$ cat config.mk
export PLATFORM = sky130hd
export DESIGN_NAME = alu_mem_sequencer_flat
export DESIGN_NICKNAME = d
export VERILOG_FILES = /design/src/rtl/alu_mem_sequencer_if.sv /design/src/rtl/alu_mem_sequencer.sv /design/src/flat_wrapper.sv
export SDC_FILE = /design/constraint.sdc
export NUM_CORES = 1
export LEC_CHECK = 0
export CAP_MARGIN = 5
export CELL_PAD_IN_SITES_DETAIL_PLACEMENT = 1
export CELL_PAD_IN_SITES_GLOBAL_PLACEMENT = 1
export CORE_UTILIZATION = 32
export CTS_CLUSTER_SIZE = 12
export DETAILED_ROUTE_END_ITERATION = 8
export HOLD_SLACK_MARGIN = 0.05
export PLACE_DENSITY = 0.9
export REMOVE_ABC_BUFFERS = 1
export SLEW_MARGIN = 0
export SYNTH_ARGS = -nofsm -noshare
export SYNTH_HDL_FRONTEND = slang
export SYNTH_SLANG_ARGS = --single-unit
$ cat constraint.sdc
create_clock -name clk -period 5.88 [get_ports clk]
set_clock_uncertainty 0.05 [all_clocks]
set_input_delay 0.882 -clock clk [delete_from_list [all_inputs] [get_ports clk]]
set_output_delay 0.882 -clock clk [all_outputs]
set_load 0.05 [all_outputs]
$ cat src/rtl/alu_mem_sequencer_if.sv
// Requester, ALU and memory signals of alu_mem_sequencer, bundled with
// the sequencer (slave) and environment (master) views.
interface alu_mem_sequencer_if #(
    parameter int DW  = 16,
    parameter int AW  = 15,
    parameter int OPW = 4
);
    logic           req0, req1;
    logic [OPW-1:0] op0, op1;
    logic [DW-1:0]  a0, b0, a1, b1;
    logic [AW-1:0]  addr0, addr1;
    logic           wr0, wr1;
    logic           ack0, ack1;
    logic           done0, done1;
    logic [DW-1:0]  rdata;
    logic           busy;
    logic [DW-1:0]  alu_a, alu_b, alu_y;
    logic [OPW-1:0] alu_op;
    logic [AW-1:0]  mem_addr;
    logic [DW-1:0]  mem_din, mem_dout;
    logic           mem_we;

    modport slave (
        input  req0, req1, op0, op1, a0, b0, a1, b1, addr0, addr1, wr0, wr1,
        input  alu_y, mem_dout,
        output ack0, ack1, done0, done1, rdata, busy,
        output alu_a, alu_b, alu_op, mem_addr, mem_din, mem_we
    );

    modport master (
        output req0, req1, op0, op1, a0, b0, a1, b1, addr0, addr1, wr0, wr1,
        output alu_y, mem_dout,
        input  ack0, ack1, done0, done1, rdata, busy,
        input  alu_a, alu_b, alu_op, mem_addr, mem_din, mem_we
    );
endinterface

$ cat src/rtl/alu_mem_sequencer.sv
// Round-robin sequencer sharing one ALU and one data memory between two ports.
// Define ALU_MEM_SEQ_READBACK_EN to compile in the READ (memory readback) state.
module alu_mem_sequencer #(
    parameter int DW  = 16,
    parameter int AW  = 15,
    parameter int OPW = 4
) (
    input  logic               clk,
    input  logic               rst,
    alu_mem_sequencer_if.slave bus
);
    typedef enum logic [2:0] {
        S_IDLE,
        S_EXEC,
        S_WRITE,
`ifdef ALU_MEM_SEQ_READBACK_EN
        S_READ,
`endif
        S_DONE
    } state_t;

    state_t        state;
    logic          lsp;     // last-served port
    logic          sel;     // port currently being served
    logic [AW-1:0] addr_q;
    logic          wr_q;
    logic [DW-1:0] res;
    logic          pick;

    // NOTE: pick is assigned on every path, so this stays pure logic with no latch.
    always_comb begin
        pick = (bus.req0 && bus.req1) ? ~lsp : bus.req1;
    end

    always_ff @(posedge clk or posedge rst) begin
        if (rst) begin
            state        <= S_IDLE;
            lsp          <= 1'b1;
            sel          <= 1'b0;
            addr_q       <= '0;
            wr_q         <= 1'b0;
            res          <= '0;
            bus.ack0     <= 1'b0;
            bus.ack1     <= 1'b0;
            bus.done0    <= 1'b0;
            bus.done1    <= 1'b0;
            bus.rdata    <= '0;
            bus.busy     <= 1'b0;
            bus.alu_a    <= '0;
            bus.alu_b    <= '0;
            bus.alu_op   <= '0;
            bus.mem_addr <= '0;
            bus.mem_din  <= '0;
            bus.mem_we   <= 1'b0;
        end else begin
            // NOTE: pulses default low here and are raised only for the one cycle that needs them.
            bus.ack0   <= 1'b0;
            bus.ack1   <= 1'b0;
            bus.done0  <= 1'b0;
            bus.done1  <= 1'b0;
            bus.mem_we <= 1'b0;
            case (state)
                S_IDLE: begin
                    if (bus.req0 || bus.req1) begin
                        sel        <= pick;
                        bus.alu_op <= pick ? bus.op1   : bus.op0;
                        bus.alu_a  <= pick ? bus.a1    : bus.a0;
                        bus.alu_b  <= pick ? bus.b1    : bus.b0;
                        addr_q     <= pick ? bus.addr1 : bus.addr0;
                        wr_q       <= pick ? bus.wr1   : bus.wr0;
                        bus.ack0   <= ~pick;
                        bus.ack1   <= pick;
                        bus.busy   <= 1'b1;
                        state      <= S_EXEC;
                    end
                end
                S_EXEC: begin
                    // mem_din takes alu_y directly so it equals res during WRITE
                    res          <= bus.alu_y;
                    bus.mem_addr <= addr_q;
                    bus.mem_din  <= bus.alu_y;
                    bus.mem_we   <= wr_q;
                    state        <= S_WRITE;
                end
                S_WRITE: begin
`ifdef ALU_MEM_SEQ_READBACK_EN
                    state     <= S_READ;
`else
                    bus.rdata <= res;
                    bus.done0 <= ~sel;
                    bus.done1 <= sel;
                    state     <= S_DONE;
`endif
                end
`ifdef ALU_MEM_SEQ_READBACK_EN
                S_READ: begin
                    // memory returns the just-written word this cycle
                    if (wr_q) begin
                        res       <= bus.mem_dout;
                        bus.rdata <= bus.mem_dout;
                    end else begin
                        bus.rdata <= res;
                    end
                    bus.done0 <= ~sel;
                    bus.done1 <= sel;
                    state     <= S_DONE;
                end
`endif
                S_DONE: begin
                    lsp      <= sel;
                    bus.busy <= 1'b0;
                    state    <= S_IDLE;
                end
                default: state <= S_IDLE;
            endcase
        end
    end
endmodule
$ cat src/flat_wrapper.sv
// flat-port wrapper written by rule: the top's interface ports become plain ports
module alu_mem_sequencer_flat 
#(
    parameter int DW  = 16,
    parameter int AW  = 15,
    parameter int OPW = 4
)
  (clk, rst, bus_req0, bus_req1, bus_op0, bus_op1, bus_a0, bus_b0, bus_a1, bus_b1, bus_addr0, bus_addr1, bus_wr0, bus_wr1, bus_alu_y, bus_mem_dout, bus_ack0, bus_ack1, bus_done0, bus_done1, bus_rdata, bus_busy, bus_alu_a, bus_alu_b, bus_alu_op, bus_mem_addr, bus_mem_din, bus_mem_we);
  alu_mem_sequencer_if #(.DW(DW), .AW(AW), .OPW(OPW)) bus_i ();
  input  logic clk;
  input  logic rst;
  input wire logic [$bits(bus_i.req0)-1:0] bus_req0;
  input wire logic [$bits(bus_i.req1)-1:0] bus_req1;
  input wire logic [$bits(bus_i.op0)-1:0] bus_op0;
  input wire logic [$bits(bus_i.op1)-1:0] bus_op1;
  input wire logic [$bits(bus_i.a0)-1:0] bus_a0;
  input wire logic [$bits(bus_i.b0)-1:0] bus_b0;
  input wire logic [$bits(bus_i.a1)-1:0] bus_a1;
  input wire logic [$bits(bus_i.b1)-1:0] bus_b1;
  input wire logic [$bits(bus_i.addr0)-1:0] bus_addr0;
  input wire logic [$bits(bus_i.addr1)-1:0] bus_addr1;
  input wire logic [$bits(bus_i.wr0)-1:0] bus_wr0;
  input wire logic [$bits(bus_i.wr1)-1:0] bus_wr1;
  input wire logic [$bits(bus_i.alu_y)-1:0] bus_alu_y;
  input wire logic [$bits(bus_i.mem_dout)-1:0] bus_mem_dout;
  output wire logic [$bits(bus_i.ack0)-1:0] bus_ack0;
  output wire logic [$bits(bus_i.ack1)-1:0] bus_ack1;
  output wire logic [$bits(bus_i.done0)-1:0] bus_done0;
  output wire logic [$bits(bus_i.done1)-1:0] bus_done1;
  output wire logic [$bits(bus_i.rdata)-1:0] bus_rdata;
  output wire logic [$bits(bus_i.busy)-1:0] bus_busy;
  output wire logic [$bits(bus_i.alu_a)-1:0] bus_alu_a;
  output wire logic [$bits(bus_i.alu_b)-1:0] bus_alu_b;
  output wire logic [$bits(bus_i.alu_op)-1:0] bus_alu_op;
  output wire logic [$bits(bus_i.mem_addr)-1:0] bus_mem_addr;
  output wire logic [$bits(bus_i.mem_din)-1:0] bus_mem_din;
  output wire logic [$bits(bus_i.mem_we)-1:0] bus_mem_we;
  assign bus_i.req0 = bus_req0;
  assign bus_i.req1 = bus_req1;
  assign bus_i.op0 = bus_op0;
  assign bus_i.op1 = bus_op1;
  assign bus_i.a0 = bus_a0;
  assign bus_i.b0 = bus_b0;
  assign bus_i.a1 = bus_a1;
  assign bus_i.b1 = bus_b1;
  assign bus_i.addr0 = bus_addr0;
  assign bus_i.addr1 = bus_addr1;
  assign bus_i.wr0 = bus_wr0;
  assign bus_i.wr1 = bus_wr1;
  assign bus_i.alu_y = bus_alu_y;
  assign bus_i.mem_dout = bus_mem_dout;
  assign bus_ack0 = bus_i.ack0;
  assign bus_ack1 = bus_i.ack1;
  assign bus_done0 = bus_i.done0;
  assign bus_done1 = bus_i.done1;
  assign bus_rdata = bus_i.rdata;
  assign bus_busy = bus_i.busy;
  assign bus_alu_a = bus_i.alu_a;
  assign bus_alu_b = bus_i.alu_b;
  assign bus_alu_op = bus_i.alu_op;
  assign bus_mem_addr = bus_i.mem_addr;
  assign bus_mem_din = bus_i.mem_din;
  assign bus_mem_we = bus_i.mem_we;
  alu_mem_sequencer #(.DW(DW), .AW(AW), .OPW(OPW)) u_core (.clk(clk), .rst(rst), .bus(bus_i));
endmodule
Word-level counts from Yosys, hierarchy flattened
Index checks and enable logic that the tools add are counted.

cells by class
  muxes and demuxes = 17
  reductions and logical operators = 6
  bitwise gates (word level) = 3
  equality and inequality tests = 4

operators with widths
  kind                                           count
  two-way mux 16 bit                             2
  two-way mux 15 bit                             1
  two-way mux 1 bit                              10
  case mux 3 bit (3 select lines)                1
  == test 3 x 2 -> 1 bit, second input constant  2
  two-way mux 4 bit                              1
  AND reduction 2 bit                            2
  == test 3 x 1 -> 1 bit, second input constant  1
  zero test 3 bit                                1
  two-way mux 3 bit                              1
  inverter 1 bit                                 3
  != test 2 x 1 -> 1 bit, second input constant  1
  case mux 1 bit (2 select lines)                1
  nonzero test 2 bit                             1
  logical AND 1 bit                              1
  logical OR 1 bit                               1

word-level totals
  input bits = 140
  flip-flop bits (word level) = 110
  logic and storage cells = 47
  output and inout bits = 89

Longest topological paths before layout
Gate-level depths: netlist (run 1).

  word-level depth = 5
  mapped depth = 7
  depth with buffers taken out = 5

Worst setup path after synthesis (run 1)
No wires, ideal clock.

  kind = input -> register
  start = in bus_req0
  end = reg u_core.addr_q[14]
  library setup time = 0.122 ns
  path slack = 4.062 ns
  cell stages on the path = 6
  arrival = 1.646 ns
  buffers on the path = 3
  data required time = 5.708 ns
  cell sequence = buf_2 -> a21bo_2 -> buf_2 -> buf_2 -> nand2_1 -> a21oi_1

between the ends
  cells in the longest elaborated chain, start to end = 3
  elaborated cells between the ends (all ways) = 5
  those cells by class = mux (2); reduce/logical (3)

ends and longest elaborated chain
  element               line                     text
  from (decl)           flat_wrapper.sv:12       input wire logic [$bits(bus_i.req0)-1:0] bus_req0;
  logical AND 1 bit     alu_mem_sequencer.sv:32  pick = (bus.req0 && bus.req1) ? ~lsp : bus.req1;
  two-way mux 1 bit     alu_mem_sequencer.sv:32
  two-way mux 15 bit    alu_mem_sequencer.sv:69  addr_q <= pick ? bus.addr1 : bus.addr0;
  to (signal assigned)  alu_mem_sequencer.sv:69
  to (decl)             alu_mem_sequencer.sv:25  logic [AW-1:0] addr_q;

Parallel ways exist; a longest one is shown, timed or not.
A chain may end at the register's enable or synchronous reset.

Final worst setup path (run 1)
  start = in bus_req1
  end = reg u_core.bus.alu_a[4]

between the ends
  cells in the longest elaborated chain, start to end = 3
  elaborated cells between the ends (all ways) = 5
  those cells by class = mux (2); reduce/logical (3)

ends and longest elaborated chain
  element               line                        text
  from (decl)           flat_wrapper.sv:13          input wire logic [$bits(bus_i.req1)-1:0] bus_req1;
  logical AND 1 bit     alu_mem_sequencer.sv:32
  two-way mux 1 bit     alu_mem_sequencer.sv:32
  two-way mux 16 bit    alu_mem_sequencer.sv:67     bus.alu_a <= pick ? bus.a1 : bus.a0;
  to (signal assigned)  alu_mem_sequencer.sv:67
  to (decl)             alu_mem_sequencer_if.sv:27  output alu_a, alu_b, alu_op, mem_addr, mem_din, mem_we

Parallel ways exist; a longest one is shown, timed or not.

==> impl_metrics.toml, run 1 <==
[floorplanning]
dieArea_um2 = 14660
ioPinCount = 229
initial_core_util_pct = 32.68
dieWidth_um = 121.1
rows = 43
dieHeight_um = 121.1
core_um2 = 13880

[power_and_ir_drop]
p_comb_share_pct = 58.1
clkPwrFrac_pct = 12.5
ir_worst_vdd_mv = 0.2543
power_density_nw_per_um2 = 665.5
intPower_uw = 2406
power_leakage_uw = 0.002920
seqPwrFrac_pct = 29.4
p_sw_uw = 2294
switching_share_pct = 48.81

[logic_synthesis]
post_synth_instance_area_um2 = 4537
syn_inst = 423
ys_seq_area_share_pct = 60.15
synth.distinct_cells = 21
ys_ff_latch = 109
synth_warnings = 0
syn_avg_cell_area_um2 = 10.73

[sta]
finalSetupViolCount = 0
hold_viol = 0
final_max_slew_viol_count = 0
fmax_mhz = 366.0
tightest_slew_ps = 1162
tns_ps = 0
rsz0062_at_grt = "false"
fin_crit_ps = 2732
period_share_pct = 46.46
slew_headroom_pct = 22.53

[global_routing]
grt.met2_usage_pct = 39.00
antenna_found_initial = 0
use_met3_pct = 7.378
grt_pass1_wl_um = 23380
grt_max_degree = 60
overflow = 0
grt.total_usage_pct = 20.94
use_met1_pct = 21.33
grt_busiest_layer = "met2"
grt_pass1_vias = 4541

[clock_network]
post_cts_buffers = 0
clk_path_buf_depth = 2
clockRootBuffer = "clkbuf_16"
cts_resized = 0
cts_hold_buffers = 0
cts_sinks = 109
cts_inserted_buffers = 9
clk_latency_ps = 350
h-tree-depth = 3
path_clk_slew_ps = 70
cts_tree = "done"

[detailed_routing]
drc = 0
wirelength_um = 14620
detail-route-antenna-nets = 0
routed_via_density = 4.922
vias = 3962
dr.pass1.iters = 4
wire_per_inst_um = 18.16
drt_iter0_drc = 130

[critical_path]
cp-end-kind = "flip-flop"
path_buf_inv = 2
worstPathArrival_ps = 2940
cp_top_family = "buffers and inverters"
crit_chain = "clkdlybuf4s50_1, a21boi_4, buf_4, a21oi_1, a21oi_1"
path_common_cell = "a21oi_1"
worstSetupPathType = "in -> reg"
max_stage_delay_ps = 620
cpMaxStageDelayCell = "clkdlybuf4s50_1"
rrSetupSlack_ps = 3570
cp_max_fo = 36
cp-start-kind = "input port"
required_ps = 6090

[finish]
fin_nets = 765
fin_area_um2 = 7063
final_cells = 805
nFillCells = 1546
syn_to_final_growth_pct = 55.68
postLayoutCoreUtil_pct = 50.88
layout-drive-gt1-share_pct = 11.68
antenna_cells = 0

[placed_design]
numPortBuffers = 212
placed_cell_area_um2 = 6777
dp_cells = 789
place_hpwl_um = 10610
globalplace.congestion = 0.7626

[run]
max_cap_violations = 0

[status]
status = "completed"

[hold_path]
holdCritPathClass = "reg -> reg"
==> cell families (layout without fill, tap and decap cells) <==
group	Yosys count	in the layout	share of synthesized area (%)
compound gates	114	114	13.27
flops	109	109	60.15
mux	49	49	12.16
simple gates	112	112	9.459
buf+inv	34	236	3.585
fa+ha+maj	5	5	1.379
==> metal layers <==
metal  share of wire, %  wire (um)  vias to the layer above
met5                  0          0                        -
met4                1.4        199                        0
met3                8.7       1266                       17
met2                 54       7850                      162
met1                 36       5304                     1972
li1                   -          -                     1811
==> registers in the layout, indices dropped and copies added (netlist names) <==
signal	cells
u_core.bus.alu_a	16
u_core.bus.mem_addr	15
u_core.lsp	1
u_core.addr_q	15
u_core.bus.busy	1
u_core.bus.done0	1
u_core.bus.ack1	1
u_core.wr_q	1
u_core.res	16
u_core.bus.mem_we	1
u_core.bus.done1	1
u_core.bus.alu_op	4
u_core.bus.ack0	1
u_core.sel	1
u_core.bus.rdata	16
u_core.state	2
u_core.bus.alu_b	16
==> metrics by stage <==
stage / hold WS, ps / setup WS (ps) / power [uW]
6_report: 448.1 / 3148 / 4700
5_1_grt: 462.5 / 2945 / 4947
4_1_cts: 454.0 / 3129 / 4754
3_5_place_dp: 439.0 / 2766 / 4146
3_3_place_gp: 422.1 / 2870 / 4001
2_1_floorplan: 384.2 / 2076 / 3115
==> power by group through the flow <==
stage | Clock [uW] | Combinational (uW) | Sequential (uW)
finish | 588 | 2730 | 1380
CTS | 608 | 2760 | 1380
detailed placement | 0 | 2750 | 1390
global route | 634 | 2890 | 1420
global placement | 0 | 2660 | 1340
floorplan | 0 | 712 | 2400
==> cell type report <==
| class | instances | area, um2 | share of cell area (%) |
|---|---|---|---|
| tap | 180 | 225.2 | 3.189 |
| multi-input combinational | 280 | 1657 | 23.45 |
| clock inverter | 7 | 61.31 | 0.8680 |
| inverter | 5 | 21.27 | 0.3012 |
| sequential | 109 | 2729 | 38.64 |
| clock buffer | 9 | 225.2 | 3.189 |
| timing repair buffer | 215 | 2145 | 30.36 |
==> cells in the final DEF, fill, tap and decap left out, types with 3 or more instances in the layout <==
| cell type | n |
|---|---|
| a21oi_1 | 105 |
| buf_4 | 3 |
| clkbuf_16 | 9 |
| clkdlybuf4s50_1 | 212 |
| clkinv_4 | 4 |
| dfrtp_1 | 108 |
| ha_1 | 4 |
| inv_1 | 4 |
| mux2_2 | 47 |
| nand2_1 | 53 |
| nor2_1 | 55 |
| o21ai_0 | 3 |
==> worst paths after layout <==
kind	cells after the start	to	start
worst max-delay path	5	u_core.bus.alu_a[4]	bus_req1
worst min-delay path	1	u_core.bus.mem_we	u_core.wr_q
worst max register to register	5	u_core.bus.alu_a[4]	u_core.state[0]
worst min register to register	1	u_core.bus.mem_we	u_core.wr_q
max in group asynchronous	3	u_core.bus.rdata[10]	rst
min in group asynchronous	2	u_core.res[12]	rst
==> cell usage after synthesis <==
| library cell | instances | area, um2 |
|---|---|---|
| a21o_1 | 1 | 7.510 |
| o21ai_0 | 3 | 15.01 |
| a21bo_2 | 1 | 10.01 |
| mux2_1 | 2 | 22.52 |
| o21ai_2 | 1 | 8.760 |
| nand2_1 | 53 | 198.9 |
| o311ai_0 | 1 | 8.760 |
| and2_1 | 2 | 12.51 |
| dfrtp_1 | 108 | 2703 |
| inv_1 | 5 | 18.77 |
| mux2_2 | 47 | 529.3 |
| nor2_1 | 55 | 206.5 |
| a21oi_1 | 105 | 525.5 |
| nand3_1 | 1 | 5.000 |
| nor2b_1 | 1 | 6.260 |
| ha_1 | 5 | 62.56 |
| dfstp_2 | 1 | 26.28 |
| o21a_1 | 1 | 7.510 |
| clkbuf_1 | 1 | 3.750 |
| a21boi_4 | 1 | 18.77 |
| buf_2 | 28 | 140.1 |
Power figures use the tool's default switching activity.
==> run 2: changes to the inputs <==
--- a/config.mk
+++ b/config.mk
@@ -8,11 +8,11 @@
 export CAP_MARGIN = 5
 export CELL_PAD_IN_SITES_DETAIL_PLACEMENT = 1
 export CELL_PAD_IN_SITES_GLOBAL_PLACEMENT = 1
-export CORE_UTILIZATION = 32
+export CORE_UTILIZATION = 29
 export CTS_CLUSTER_SIZE = 12
 export DETAILED_ROUTE_END_ITERATION = 8
 export HOLD_SLACK_MARGIN = 0.05
-export PLACE_DENSITY = 0.9
+export PLACE_DENSITY = 0.83
 export REMOVE_ABC_BUFFERS = 1
 export SLEW_MARGIN = 0
 export SYNTH_ARGS = -nofsm -noshare
==> constraint.sdc (replaced) <==
create_clock -name clk -period 2.85 [get_ports clk]
set_clock_uncertainty 0.05 [all_clocks]
set_input_delay 0.4275 -clock clk [delete_from_list [all_inputs] [get_ports clk]]
set_output_delay 0.4275 -clock clk [all_outputs]
set_load 0.05 [all_outputs]
==> run 2 against run 1 <==
Compared with the run above: cell count rose by 4.5%; via count down 0.38%; total power is 110% higher; non-clock buffer count grew 5; setup slack got worse by 2300 ps; register-to-register slack worse by 2700 ps; count of clock-buffer cells in the layout stayed put; die area is 10% higher; flip-flop and latch count unchanged; critical path type is now reg -> out; largest cell class unchanged.
==> impl_metrics.toml, run 2 (synthesis results as in run 1) <==
[detailed_routing]
wire_per_inst_um = 17.06
routed_via_density = 4.693
drc = 0
dr.pass1.iters = 4
wirelength_um = 14350
vias = 3947
drt_iter0_drc = 152
detail-route-antenna-nets = 0

[critical_path]
path_buf_inv = 1
worstSetupPathType = "reg -> out"
cp-start-kind = "flip-flop"
max_stage_delay_ps = 830
cpMaxStageDelayCell = "clkdlybuf4s50_1"
worstPathArrival_ps = 1560
rrSetupSlack_ps = 880
crit_chain = "clkdlybuf4s50_1"
cp_max_fo = 3
required_ps = 2370
cp_top_family = "buffers and inverters"
cp-end-kind = "output pin"

[sta]
slew_headroom_pct = 40.74
rsz0062_at_grt = "false"
tightest_slew_ps = 889.0
fin_crit_ps = 2041
fmax_mhz = 489.9
tns_ps = 0
final_max_slew_viol_count = 0
hold_viol = 0
period_share_pct = 71.63
finalSetupViolCount = 0

[floorplanning]
dieHeight_um = 127.1
dieWidth_um = 127.1
core_um2 = 15260
initial_core_util_pct = 29.73
ioPinCount = 229
dieArea_um2 = 16150
rows = 45

[finish]
fin_area_um2 = 7172
fin_nets = 770
layout_commonest_cell = "clkdlybuf4s50_1"
syn_to_final_growth_pct = 58.08
antenna_cells = 0
layout-drive-gt1-share_pct = 12.22
most-common-layout-cells = "clkdlybuf4s50_1 (212), dfrtp_1 (108), a21oi_1 (105), nor2_1 (55), nand2_1 (53)"
final_cells = 841

[global_routing]
grt_max_degree = 110
antenna_found_initial = 0
grt_pass1_vias = 4421
grt_pass1_wl_um = 23090
grt.total_usage_pct = 18.65
overflow = 0

[hold_path]
holdCritPathClass = "reg -> reg"

[clock_network]
clockRootBuffer = "clkbuf_16"
cts_inserted_buffers = 9
cts_hold_buffers = 0
clk_latency_ps = 350
h-tree-depth = 3
post_cts_buffers = 0
path_clk_slew_ps = 80
clk_path_buf_depth = 2
cts_resized = 0
cts_tree = "done"
cts_sinks = 109

[placed_design]
place_hpwl_um = 10300
globalplace.congestion = 0.7421
numPortBuffers = 212
placed_cell_area_um2 = 6888
dp_cells = 825

[power_and_ir_drop]
power_leakage_uw = 0.002964
power_density_nw_per_um2 = 1352
intPower_uw = 5006
seqPwrFrac_pct = 29.1
clkPwrFrac_pct = 12.5
p_sw_uw = 4692
p_comb_share_pct = 58.4
switching_share_pct = 48.38
ir_worst_vdd_mv = 0.5759

[run]
max_cap_violations = 0

[status]
status = "completed"
-- run 2: cell types whose count changed in the layout (fill, tap and decap cells not counted) --
cell | before | now
buf_12 | 0 | 3
buf_4 | 3 | 5
clkinv_4 | 4 | 2
inv_6 | 0 | 2
clkinv_2 | 0 | 1
clkinvlp_4 | 2 | 1
ha_1 | 4 | 5
ha_2 | 1 | 0
-- run 2: metal layers --
metal | GRT usage (%) | up-vias | routed length [um]
li1 | - | 1820 | -
met1 | 20.79 | 1953 | 5774
met2 | 33.52 | 159 | 7264
met3 | 5.570 | 15 | 1044
met4 | 7.003 | 0 | 261
met5 | 0 | - | 0
-- run 2: final timing paths --
kind | end | start | depth (start not counted)
worst max-delay path | bus_mem_din[0] | u_core.res[0] | 1
worst min-delay path | u_core.bus.done0 | u_core.sel | 1
worst max register to register | u_core.bus.alu_a[4] | u_core.state[0] | 6
worst min register to register | u_core.bus.done0 | u_core.sel | 1
max in group asynchronous | u_core.bus.alu_a[13] | rst | 3
min in group asynchronous | u_core.res[9] | rst | 3
-- run 2: worst reg2reg max path, stage by stage (launching register included) --
cell and delay (ps):
dfrtp_1 440, inv_1 110, ha_1 310, o21a_2 490, buf_12 280, nor2_1 70
a21oi_1 130
-- run 2: layout make-up --
cell class	count	area, um2
repair buffers	220	2220
clock buffers	9	225.2
clock inverters	7	58.81
inverters	5	21.27
flip-flops and latches	109	2729
fillers	1686	8087
well taps	211	264.0
multi-input cells	280	1654
-- run 2: power groups by stage --
| stage | sequential (uW) | clock, uW | combinational [uW] |
|---|---|---|---|
| after floorplan | 4960 | 0 | 1470 |
| after global placement | 2760 | 0 | 5570 |
| after detailed placement | 2850 | 0 | 5720 |
| after CTS | 2830 | 1270 | 5740 |
| after global routing | 2920 | 1330 | 6000 |
| final | 2820 | 1220 | 5660 |
-- run 2: stage by stage --
| stage | power (uW) | hold slack [ps] | utilization [%] | setup WS, ps |
|---|---|---|---|---|
| after floorplan | 6426 | 384.2 | - | -499.8 |
| after global placement | 8332 | 417.6 | 45.14 | 609.2 |
| after detailed placement | 8575 | 436.2 | 45.14 | 517.3 |
| after CTS | 9839 | 453.1 | 47.00 | 772.5 |
| after global routing | 10260 | 475.0 | 47.00 | 712.3 |
| final | 9698 | 444.6 | 47.00 | 808.6 |
